### config.mk
export PLATFORM = sky130hd
export DESIGN_NAME = csr_trap_unit
export DESIGN_NICKNAME = d
export VERILOG_FILES = /design/src/rtl/csr_pkg.sv /design/src/rtl/csr_counter64.sv /design/src/rtl/csr_trap_unit.sv
export SDC_FILE = /design/constraint.sdc
export NUM_CORES = 1
export LEC_CHECK = 0
export CAP_MARGIN = 15
export CORE_MARGIN = 2
export CORE_UTILIZATION = 25
export CTS_CLUSTER_SIZE = 8
export DETAILED_ROUTE_END_ITERATION = 8
export HOLD_SLACK_MARGIN = 0.15
export MAX_ROUTING_LAYER = met4
export PLACE_DENSITY_LB_ADDON = 0.1
export SLEW_MARGIN = 20
export SYNTH_ARGS = -nofsm -noshare
export SYNTH_HDL_FRONTEND = slang
export SYNTH_SLANG_ARGS = --single-unit
### constraint.sdc
create_clock -name clk -period 4 [get_ports clk]
set_input_delay 1 -clock clk [delete_from_list [all_inputs] [get_ports clk]]
set_output_delay 1 -clock clk [all_outputs]
set_load 0.02 [all_outputs]
### src/rtl/csr_pkg.sv
// Shared constants for the machine-mode CSR/trap unit: CSR addresses, mstatus/mie/mip
// bit positions, and the write-op and mtvec-mode encodings.
package csr_pkg;

   localparam logic [11:0] CSR_MSTATUS   = 12'h300;
   localparam logic [11:0] CSR_MIE       = 12'h304;
   localparam logic [11:0] CSR_MTVEC     = 12'h305;
   localparam logic [11:0] CSR_MSCRATCH  = 12'h340;
   localparam logic [11:0] CSR_MEPC      = 12'h341;
   localparam logic [11:0] CSR_MCAUSE    = 12'h342;
   localparam logic [11:0] CSR_MIP       = 12'h344;
   localparam logic [11:0] CSR_MCYCLE    = 12'hB00;
   localparam logic [11:0] CSR_MINSTRET  = 12'hB02;
   localparam logic [11:0] CSR_MCYCLEH   = 12'hB80;
   localparam logic [11:0] CSR_MINSTRETH = 12'hB82;

   localparam int MSTATUS_MIE    = 3;
   localparam int MSTATUS_MPIE   = 7;
   localparam int MSTATUS_MPP_LO = 11;
   localparam int MSTATUS_MPP_HI = 12;
   localparam int MIE_MTIE       = 7;
   localparam int MIP_MTIP       = 7;

   typedef enum logic [1:0] {
      OP_NONE  = 2'b00,
      OP_WRITE = 2'b01,
      OP_SET   = 2'b10,
      OP_CLEAR = 2'b11
   } csr_op_e;

   typedef enum logic [1:0] {
      MODE_DIRECT   = 2'b00,
      MODE_VECTORED = 2'b01
   } mtvec_mode_e;

endpackage

### src/rtl/csr_counter64.sv
// 64-bit free-running counter with independent 32-bit half writes; a half write
// takes precedence over the increment in the same cycle.
module csr_counter64 (
   input  logic        clk,
   input  logic        rst,
   input  logic        inc,
   input  logic        wr_lo,
   input  logic        wr_hi,
   input  logic [31:0] wdata,
   output logic [63:0] value
);

   always_ff @(posedge clk) begin
      if (rst) begin
         value <= '0;
      end else if (wr_lo) begin
         value[31:0] <= wdata;
      end else if (wr_hi) begin
         value[63:32] <= wdata;
      end else if (inc) begin
         value <= value + 64'd1;
      end
   end

endmodule

### src/rtl/csr_trap_unit.sv
// Machine-mode CSR file with trap entry / mret sequencing and a one-cycle redirect pulse.
// Define CSR_COUNTERS_EN to build the mcycle/minstret counters; otherwise they read as 0.
module csr_trap_unit
   import csr_pkg::*;
#(
   parameter int               XLEN        = 32,
   parameter logic [XLEN-1:0]  MSTATUS_RST = 'h1800,
   parameter logic [XLEN-1:0]  MTVEC_RST   = '0
) (
   input  logic             clk,
   input  logic             rst,
   input  logic             rd_en,
   input  logic [11:0]      rd_addr,
   output logic [XLEN-1:0]  rd_data,
   output logic             illegal_csr,
   input  logic             wr_en,
   input  logic [11:0]      wr_addr,
   input  logic [1:0]       wr_op,
   input  logic [XLEN-1:0]  wr_data,
   input  logic             trap_valid,
   input  logic [XLEN-1:0]  trap_pc,
   input  logic [XLEN-1:0]  trap_cause,
   input  logic             mret,
   input  logic             irq_timer,
   output logic             irq_pending,
   output logic             redirect_valid,
   output logic [XLEN-1:0]  redirect_pc,
   input  logic             retire
);

   logic [XLEN-1:0] mstatus, mtvec, mepc, mcause, mscratch, mie;
   logic            mip_mtip;
   logic [XLEN-1:0] mip_val;
   logic [63:0]     mcycle, minstret;
   logic [XLEN-1:0] wr_old, wr_new, trap_base, trap_target;
   logic            wr_go;

   function automatic logic [XLEN-1:0] csr_apply(input logic [XLEN-1:0] old,
                                                 input logic [XLEN-1:0] d,
                                                 input logic [1:0]      op);
      case (csr_op_e'(op))
         OP_WRITE: return d;
         OP_SET:   return old | d;
         OP_CLEAR: return old & ~d;
         default:  return old;
      endcase
   endfunction

   // Counter addresses stay legal in every build so software probing them never faults.
   function automatic logic csr_legal(input logic [11:0] a);
      case (a)
         CSR_MSTATUS, CSR_MIE, CSR_MTVEC, CSR_MSCRATCH, CSR_MEPC, CSR_MCAUSE, CSR_MIP,
         CSR_MCYCLE, CSR_MINSTRET, CSR_MCYCLEH, CSR_MINSTRETH: return 1'b1;
         default: return 1'b0;
      endcase
   endfunction

   function automatic logic [XLEN-1:0] csr_value(input logic [11:0] a);
      case (a)
         CSR_MSTATUS:   return mstatus;
         CSR_MIE:       return mie;
         CSR_MTVEC:     return mtvec;
         CSR_MSCRATCH:  return mscratch;
         CSR_MEPC:      return mepc;
         CSR_MCAUSE:    return mcause;
         CSR_MIP:       return mip_val;
         CSR_MCYCLE:    return XLEN'(mcycle[31:0]);
         CSR_MCYCLEH:   return XLEN'(mcycle[63:32]);
         CSR_MINSTRET:  return XLEN'(minstret[31:0]);
         CSR_MINSTRETH: return XLEN'(minstret[63:32]);
         default:       return '0;
      endcase
   endfunction

   always_comb begin
      mip_val           = '0;
      mip_val[MIP_MTIP] = mip_mtip;
   end

   always_comb begin
      illegal_csr = rd_en && !csr_legal(rd_addr);
      rd_data     = (rd_en && csr_legal(rd_addr)) ? csr_value(rd_addr) : '0;
      wr_old      = csr_value(wr_addr);
      wr_new      = csr_apply(wr_old, wr_data, wr_op);
      wr_go       = wr_en && (wr_op != OP_NONE) && !trap_valid && !mret;
   end

   always_comb begin
      trap_base   = {mtvec[XLEN-1:2], 2'b00};
      trap_target = trap_base;
      if (mtvec[1:0] == MODE_VECTORED && trap_cause[XLEN-1])
         trap_target = trap_base + {trap_cause[XLEN-3:0], 2'b00};
   end

   assign irq_pending = mstatus[MSTATUS_MIE] & mie[MIE_MTIE] & mip_mtip;

   always_ff @(posedge clk) begin
      if (rst) begin
         mstatus        <= MSTATUS_RST;
         mtvec          <= MTVEC_RST;
         mepc           <= '0;
         mcause         <= '0;
         mscratch       <= '0;
         mie            <= '0;
         mip_mtip       <= 1'b0;
         redirect_valid <= 1'b0;
         redirect_pc    <= '0;
      end else begin
         redirect_valid <= 1'b0;
         mip_mtip       <= irq_timer;
         if (trap_valid) begin
            mepc                                  <= {trap_pc[XLEN-1:2], 2'b00};
            mcause                                <= trap_cause;
            mstatus[MSTATUS_MPIE]                 <= mstatus[MSTATUS_MIE];
            mstatus[MSTATUS_MIE]                  <= 1'b0;
            mstatus[MSTATUS_MPP_HI:MSTATUS_MPP_LO] <= 2'b11;
            redirect_valid                        <= 1'b1;
            redirect_pc                           <= trap_target;
         end else if (mret) begin
            mstatus[MSTATUS_MIE]  <= mstatus[MSTATUS_MPIE];
            mstatus[MSTATUS_MPIE] <= 1'b1;
            redirect_valid        <= 1'b1;
            redirect_pc           <= mepc;
         end else if (wr_go) begin
            case (wr_addr)
               CSR_MSTATUS:  mstatus  <= wr_new;
               CSR_MIE:      mie      <= wr_new;
               CSR_MSCRATCH: mscratch <= wr_new;
               CSR_MEPC:     mepc     <= {wr_new[XLEN-1:2], 2'b00};
               CSR_MCAUSE:   mcause   <= wr_new;
               // Reserved mode encodings collapse to direct.
               CSR_MTVEC:    mtvec    <= {wr_new[XLEN-1:2],
                                          (wr_new[1:0] == MODE_VECTORED) ? MODE_VECTORED : MODE_DIRECT};
               default: ;
            endcase
         end
      end
   end

`ifdef CSR_COUNTERS_EN
   csr_counter64 u_mcycle (
      .clk   (clk),
      .rst   (rst),
      .inc   (1'b1),
      .wr_lo (wr_go && wr_addr == CSR_MCYCLE),
      .wr_hi (wr_go && wr_addr == CSR_MCYCLEH),
      .wdata (wr_new[31:0]),
      .value (mcycle)
   );

   csr_counter64 u_minstret (
      .clk   (clk),
      .rst   (rst),
      .inc   (retire),
      .wr_lo (wr_go && wr_addr == CSR_MINSTRET),
      .wr_hi (wr_go && wr_addr == CSR_MINSTRETH),
      .wdata (wr_new[31:0]),
      .value (minstret)
   );
`else
   logic unused_retire;
   assign unused_retire = retire;
   assign mcycle        = '0;
   assign minstret      = '0;
`endif

endmodule

==> results.py, run 1 <==
metrics = {
    "run_status": {
        "outcome": "finished, violations left",
        "violations": "setup timing",
    },
    "logic_synthesis": {
        "syn_inst": 1754,
        "yosysMostFrequentCell": "nand2_1",
        "synth_cell_types": 70,
        "synth_area_um2": 13500,
        "yosysSeqAreaShare_pct": 32.7,
        "synth_edf_count": 0,
        "yosys_most_used_dff": "dfxtp_1",
        "synth.avg_cell_area_um2": 7.72,
        "yosysTopAreaCellShare_pct": 32.7,
        "ys_async_sr_fraction_pct": 0,
        "synth_seq_cells": 221,
        "synth.area.top_cells": "dfxtp_1, nand2_1, a21oi_1",
        "synthTopCellsByCount": "nand2_1, a21oi_1, dfxtp_1, clkbuf_1, a22oi_1",
        "synth_area_leader_cell": "dfxtp_1",
        "yosysWarnings": 0,
    },
    "sta": {
        "post-route-period-util_pct": 103,
        "relSlewSlack_pct": 46.2,
        "period_minus_slack_ps": 4140,
        "skew_ps": 13.1,
        "worst_slew_pin_slew_ps": 807,
        "max_freq_ghz": 0.242,
        "rsz0062_at_grt": "true",
        "hold_viol_final": 0,
        "timing.final.ws_setup_ps": -136,
        "setup_viol": 31,
        "drv_slew": 0,
        "setup_tns_ps": -2680,
    },
    "floorplanning": {
        "die_h_um": 237,
        "rows": 85,
        "start_util_pct": 25.2,
        "core_um2": 53700,
        "dieWidth_um": 237,
        "pin_count": 197,
        "dieArea_um2": 56000,
    },
    "final_layout": {
        "diodes": 0,
        "drive_gt1_share_pct": 20.2,
        "nets": 2160,
        "area_growth_pct": 39.6,
    },
    "worst_setup_path": {
        "r2r_slack_ps": 660,
        "end_kind": "output port",
        "crit_arrival_ps": 3140,
        "crit_chain": "buf_6 -> nor4b_4 -> nand3b_1 -> or3_4 -> buf_6 -> nor4_4 -> buf_6 -> buf_6 -> clkbuf_16 -> a221oi_2 -> a21oi_2 -> buf_6",
        "slowest_stage": "or3_4",
        "worstPathRequired_ps": 3000,
        "critical_path_class": "input port to output port",
        "slowest_delay_ps": 370,
        "startpoint_type": "input port",
        "cpMostUsedCell": "buf_6",
        "critPathMaxFanout": 6,
    },
    "routing": {
        "drc": 0,
        "firstDrtPassIters": 8,
        "drtIter0Drc": 1380,
        "wire_per_inst_um": 25.2,
        "detail_route.vias_per_cell": 5.43,
        "vias": 14700,
        "postRouteAntennaNets": 0,
        "wirelength_um": 68200,
    },
    "pwr": {
        "power.internal_mw": 4.29,
        "pwr-share-comb_pct": 13.0,
        "power_density_nw_per_um2": 311,
        "clock_power_share_pct": 47.5,
        "p_leak_nw": 6.74,
        "swShare_pct": 27.0,
        "peakVddDrop_uv": 216,
        "p_switching_mw": 1.59,
        "pwr-share-seq_pct": 39.5,
    },
    "clock_tree": {
        "clockBufferDepth": 3,
        "insertion_delay_ps": 540,
        "clk_pin_slew_worst_paths_ps": 40,
        "root_buffer": "clkbuf_16",
        "cts_hold_buf": 0,
        "htreeDepth": 2,
        "cts_tree": "yes",
        "cts.sinks": 221,
        "numCtsBuffers": 34,
    },
    "grt": {
        "grt_max_degree": 115,
        "grt_pass1_vias": 14200,
        "grt_usage_pct": 23.9,
        "grt-ovfl-total": 0,
        "grt_pass1_wl_um": 96900,
        "grt_antenna_before_repair": 0,
    },
    "placed_design": {
        "port_buffers": 191,
        "gp_congestion": 0.848,
        "dp_hpwl_um": 44100,
        "dpl_worst_slack_ps": -1080,
    },
    "job": {
        "drv_cap": 0,
    },
    "min_path": {
        "hold_path.class": "flop to flop",
    },
}
-- cell usage in the layout, fill, tap and decap left out, drive strengths merged, types with 6 or more instances in the layout --
cell type      count
o21ai             49
clkdlybuf4s50    145
nor3               9
inv               46
a22oi            116
dfxtp            221
a222oi            31
nand2            378
o221a             27
nor2              66
a311oi            13
nor3b              6
buf              212
clkbuf            49
mux2i             72
xnor2             49
a21oi            260
nand3             15
nor2b             33
a21o              12
a211oi            31
a221oi            42
ha                29
and2               7
and3              11
-- power by group through the flow --
| stage | logic [mW] | clock network [mW] | registers [mW] |
|---|---|---|---|
| after floorplan | 0.370 | 0 | 2.35 |
| after global placement | 0.754 | 0 | 2.36 |
| after detailed placement | 0.758 | 0 | 2.36 |
| after CTS | 0.763 | 2.84 | 2.32 |
| after global routing | 0.814 | 2.93 | 2.33 |
| final | 0.765 | 2.79 | 2.32 |
-- cell families after synthesis --
| family | synth area share [%] |
|---|---|
| AOI/OAI and AO/OA | 32.2 |
| and+or+nand+nor | 17.2 |
| DFF | 32.7 |
| buffers and inverters | 5.87 |
| muxes | 5.68 |
| xor gates and xnor gates | 3.49 |
| adders and majority gates | 2.83 |
| other | 0.0277 |
-- per-stage QoR --
stage / cell area [µm²] / std cells / util, % / power, mW / hold WS (ps)
finish: 18900 / 2705 / 35.2 / 5.88 / 466
global route: 18900 / 2705 / 35.2 / 6.08 / 487
CTS: 18500 / 2694 / 34.4 / 5.92 / 468
detailed placement: 17000 / 2625 / 31.6 / 3.12 / 461
global placement: 17000 / 2625 / 31.6 / 3.12 / 456
floorplan: 13500 / 1755 / - / 2.72 / 448
-- registers in the layout, summed over array words and instances, names as in the netlist --
name / flops
mcause: 32
mie: 32
mscratch: 32
mstatus: 32
mtvec: 31
mepc: 30
redirect_pc: 30
mip_mtip: 1
redirect_valid: 1
-- final timing paths --
path | from | end | depth (start not counted)
hold reg to reg | mscratch[2]$_SDFFE_PP0P_ | mscratch[2]$_SDFFE_PP0P_ | 2
hold / removal | mscratch[2]$_SDFFE_PP0P_ | mscratch[2]$_SDFFE_PP0P_ | 2
setup / recovery | rd_addr[5] | rd_data[19] | 12
setup reg to reg | mtvec[2]$_SDFFE_PP0P_ | redirect_pc[28]$_SDFFE_PP0N_ | 14
-- layout make-up --
| class | count | area (µm²) |
|---|---|---|
| Fill cell | 5556 | 34800 |
| Multi-Input combinational cell | 1332 | 8770 |
| Sequential cell | 221 | 4420 |
| Clock buffer | 45 | 986 |
| Inverter | 46 | 173 |
| Tap cell | 696 | 871 |
| Timing Repair Buffer | 365 | 3670 |
-- layer usage --
| layer | part of all wire, % | up-vias | global-route usage [%] |
|---|---|---|---|
| met2 | 47 | 511 | 38.7 |
| met4 | 2.3 | 0 | 6.71 |
| met1 | 45 | 7192 | 31.5 |
| met3 | 5.6 | 95 | 2.76 |
| li1 | - | 6884 | - |
| met5 | 0 | - | - |
-- critical path: cells and delay by family --
family | cells | cell delay, ps
compound gates | 2 | 290
buf+inv | 6 | 850
simple gates | 4 | 990
-- what timing repair did --
item	in CTS	in global routing
hold endpoints to repair	0	0
buffers inserted	20	11
endpoints found under the setup margin	33	34
pin swaps	27	42
resized for setup	219	64
gates cloned	5	4
Power figures use the tool's default switching activity.
==> run 2: changes to the inputs <==
--- a/config.mk
+++ b/config.mk
@@ -10,9 +10,11 @@
 export CORE_UTILIZATION = 25
 export CTS_CLUSTER_SIZE = 8
 export DETAILED_ROUTE_END_ITERATION = 8
+export GPL_TIMING_DRIVEN = 0
 export HOLD_SLACK_MARGIN = 0.15
 export MAX_ROUTING_LAYER = met4
 export PLACE_DENSITY_LB_ADDON = 0.1
+export SETUP_SLACK_MARGIN = 0.15
 export SLEW_MARGIN = 20
 export SYNTH_ARGS = -nofsm -noshare
 export SYNTH_HDL_FRONTEND = slang
==> results.py, run 2 (same netlist as run 1, synthesis figures left out) <==
metrics = {
    "floorplanning": {
        "die_h_um": 237,
        "pin_count": 197,
        "start_util_pct": 25.2,
        "dieArea_um2": 56000,
        "dieWidth_um": 237,
        "core_um2": 53700,
        "rows": 85,
    },
    "sta": {
        "period_minus_slack_ps": 4150,
        "max_freq_ghz": 0.241,
        "post-route-period-util_pct": 104,
        "timing.final.ws_setup_ps": -145,
        "rsz0062_at_grt": "true",
        "relSlewSlack_pct": 11.9,
        "drv_slew": 0,
        "skew_ps": 17.7,
        "setup_tns_ps": -2130,
        "hold_viol_final": 0,
        "setup_viol": 30,
        "worst_slew_pin_slew_ps": 1320,
    },
    "placed_design": {
        "place_inst": 2637,
        "port_buffers": 186,
        "dpl_worst_slack_ps": -1850,
        "gp_congestion": 0.927,
        "dp_hpwl_um": 55600,
    },
    "pwr": {
        "power_density_nw_per_um2": 309,
        "clock_power_share_pct": 43.9,
        "p_leak_nw": 6.14,
        "pwr-share-comb_pct": 14.5,
        "p_switching_mw": 1.64,
        "pwr-share-seq_pct": 41.6,
        "peakVddDrop_uv": 322,
        "power.internal_mw": 3.92,
        "swShare_pct": 29.5,
    },
    "min_path": {
        "holdCritStartpoint": "mscratch[2]$_SDFFE_PP0P_",
        "hold_path.class": "flop to flop",
    },
    "clock_tree": {
        "clockBufferDepth": 3,
        "cts_hold_buf": 0,
        "numCtsBuffers": 31,
        "cts_tree": "yes",
        "clk_pin_slew_worst_paths_ps": 50,
        "insertion_delay_ps": 600,
        "htreeDepth": 1,
        "root_buffer": "clkbuf_16",
        "cts.sinks": 221,
    },
    "worst_setup_path": {
        "crit_arrival_ps": 3150,
        "end_kind": "output port",
        "critical_path_class": "input port to output port",
        "worstPathRequired_ps": 3000,
        "critPathLaunch": "rd_addr[3]",
        "critPathMaxFanout": 5,
        "r2r-start": "mtvec[2]$_SDFFE_PP0P_",
        "startpoint_type": "input port",
    },
    "routing": {
        "firstDrtPassIters": 7,
        "vias": 15400,
        "drtIter0Drc": 1719,
        "wirelength_um": 79000,
        "wire_per_inst_um": 29.3,
        "drc": 0,
        "postRouteAntennaNets": 0,
        "detail_route.vias_per_cell": 5.71,
    },
    "grt": {
        "grt_usage_pct": 27.9,
        "grt_max_degree": 16,
        "grt_antenna_before_repair": 1,
        "grt_pass1_wl_um": 109000,
        "grt_pass1_vias": 14800,
        "grt-ovfl-total": 0,
    },
    "final_layout": {
        "final_common_cell": "nand2_1",
        "fill_cells": 5666,
        "nets": 2158,
        "layout_common_cells": "nand2_1, a21oi_1, dfxtp_1, clkdlybuf4s50_1, clkbuf_1",
        "final_cells": 2697,
        "drive_gt1_share_pct": 14.5,
        "area_growth_pct": 33.2,
    },
    "run_status": {
        "violations": "setup timing",
        "outcome": "finished, violations left",
    },
    "job": {
        "drv_cap": 0,
    },
}
==> run 2: final cells by class <==
cell class	instances	area (µm²)	area share, %
multi-input combinational	1332	8770	48.7
sequential	221	4420	24.5
timing repair buffer	210	2130	11.8
tap	696	871	4.83
buffer	156	855	4.74
clock buffer	34	787	4.37
inverter	46	173	0.958
clock inverter	1	8.76	0.0486
antenna	1	2.50	0.0139
==> run 2: through the flow <==
step | total power [mW] | cell area, µm² | util [%] | hold slack (ps)
2_1_floorplan | 2.72 | 13700 | - | 448
3_3_place_gp | 3.14 | 16400 | 30.5 | 456
3_5_place_dp | 3.14 | 16400 | 30.5 | 462
4_1_cts | 5.57 | 17700 | 33.0 | 469
5_1_grt | 5.69 | 18000 | 33.6 | 484
6_report | 5.57 | 18000 | 33.6 | 470
==> run 2: timing repair <==
action	in CTS	in global routing
gates resized for setup	294	75
cloned	4	1
buffers inserted	9	10
endpoints found under the hold margin	0	0
pin swaps	34	38
setup endpoints to repair	39	150
==> run 2: worst paths after layout <==
path | to | cells after the start | slack [ps]
min reg2reg | mscratch[2]$_SDFFE_PP0P_ | 2 | 470
max reg2reg | redirect_pc[28]$_SDFFE_PP0N_ | 12 | 810
min | mscratch[2]$_SDFFE_PP0P_ | 2 | 470
max | rd_data[22] | 12 | -150
==> run 2: routing by layer <==
| layer | GRT usage (%) | vias up | routed length (µm) |
|---|---|---|---|
| met4 | 11.6 | 0 | 3460 |
| met1 | 36.8 | 7586 | 33900 |
| met2 | 43.3 | 770 | 35800 |
| met3 | 3.33 | 180 | 5740 |
| li1 | - | 6856 | - |
| met5 | - | - | 0 |
==> run 2: critical path: stages <==
cell       delay [ps]
buf_6             100
nor4b_4           250
nand3b_1          120
or3_4             390
nor2_4            130
nand2_4           100
nor3_4            160
buf_6             190
clkbuf_16         170
a22oi_2            80
a21oi_2           250
buf_4             190
==> run 2: power by group through the flow <==
stage                     logic [mW]  clock network (mW)  registers [mW]
after global routing           0.839                2.53            2.32
after detailed placement       0.781                   0            2.36
final                          0.807                2.44            2.32
after CTS                      0.788                2.47            2.32
after floorplan                0.370                   0            2.35
after global placement         0.777                   0            2.36
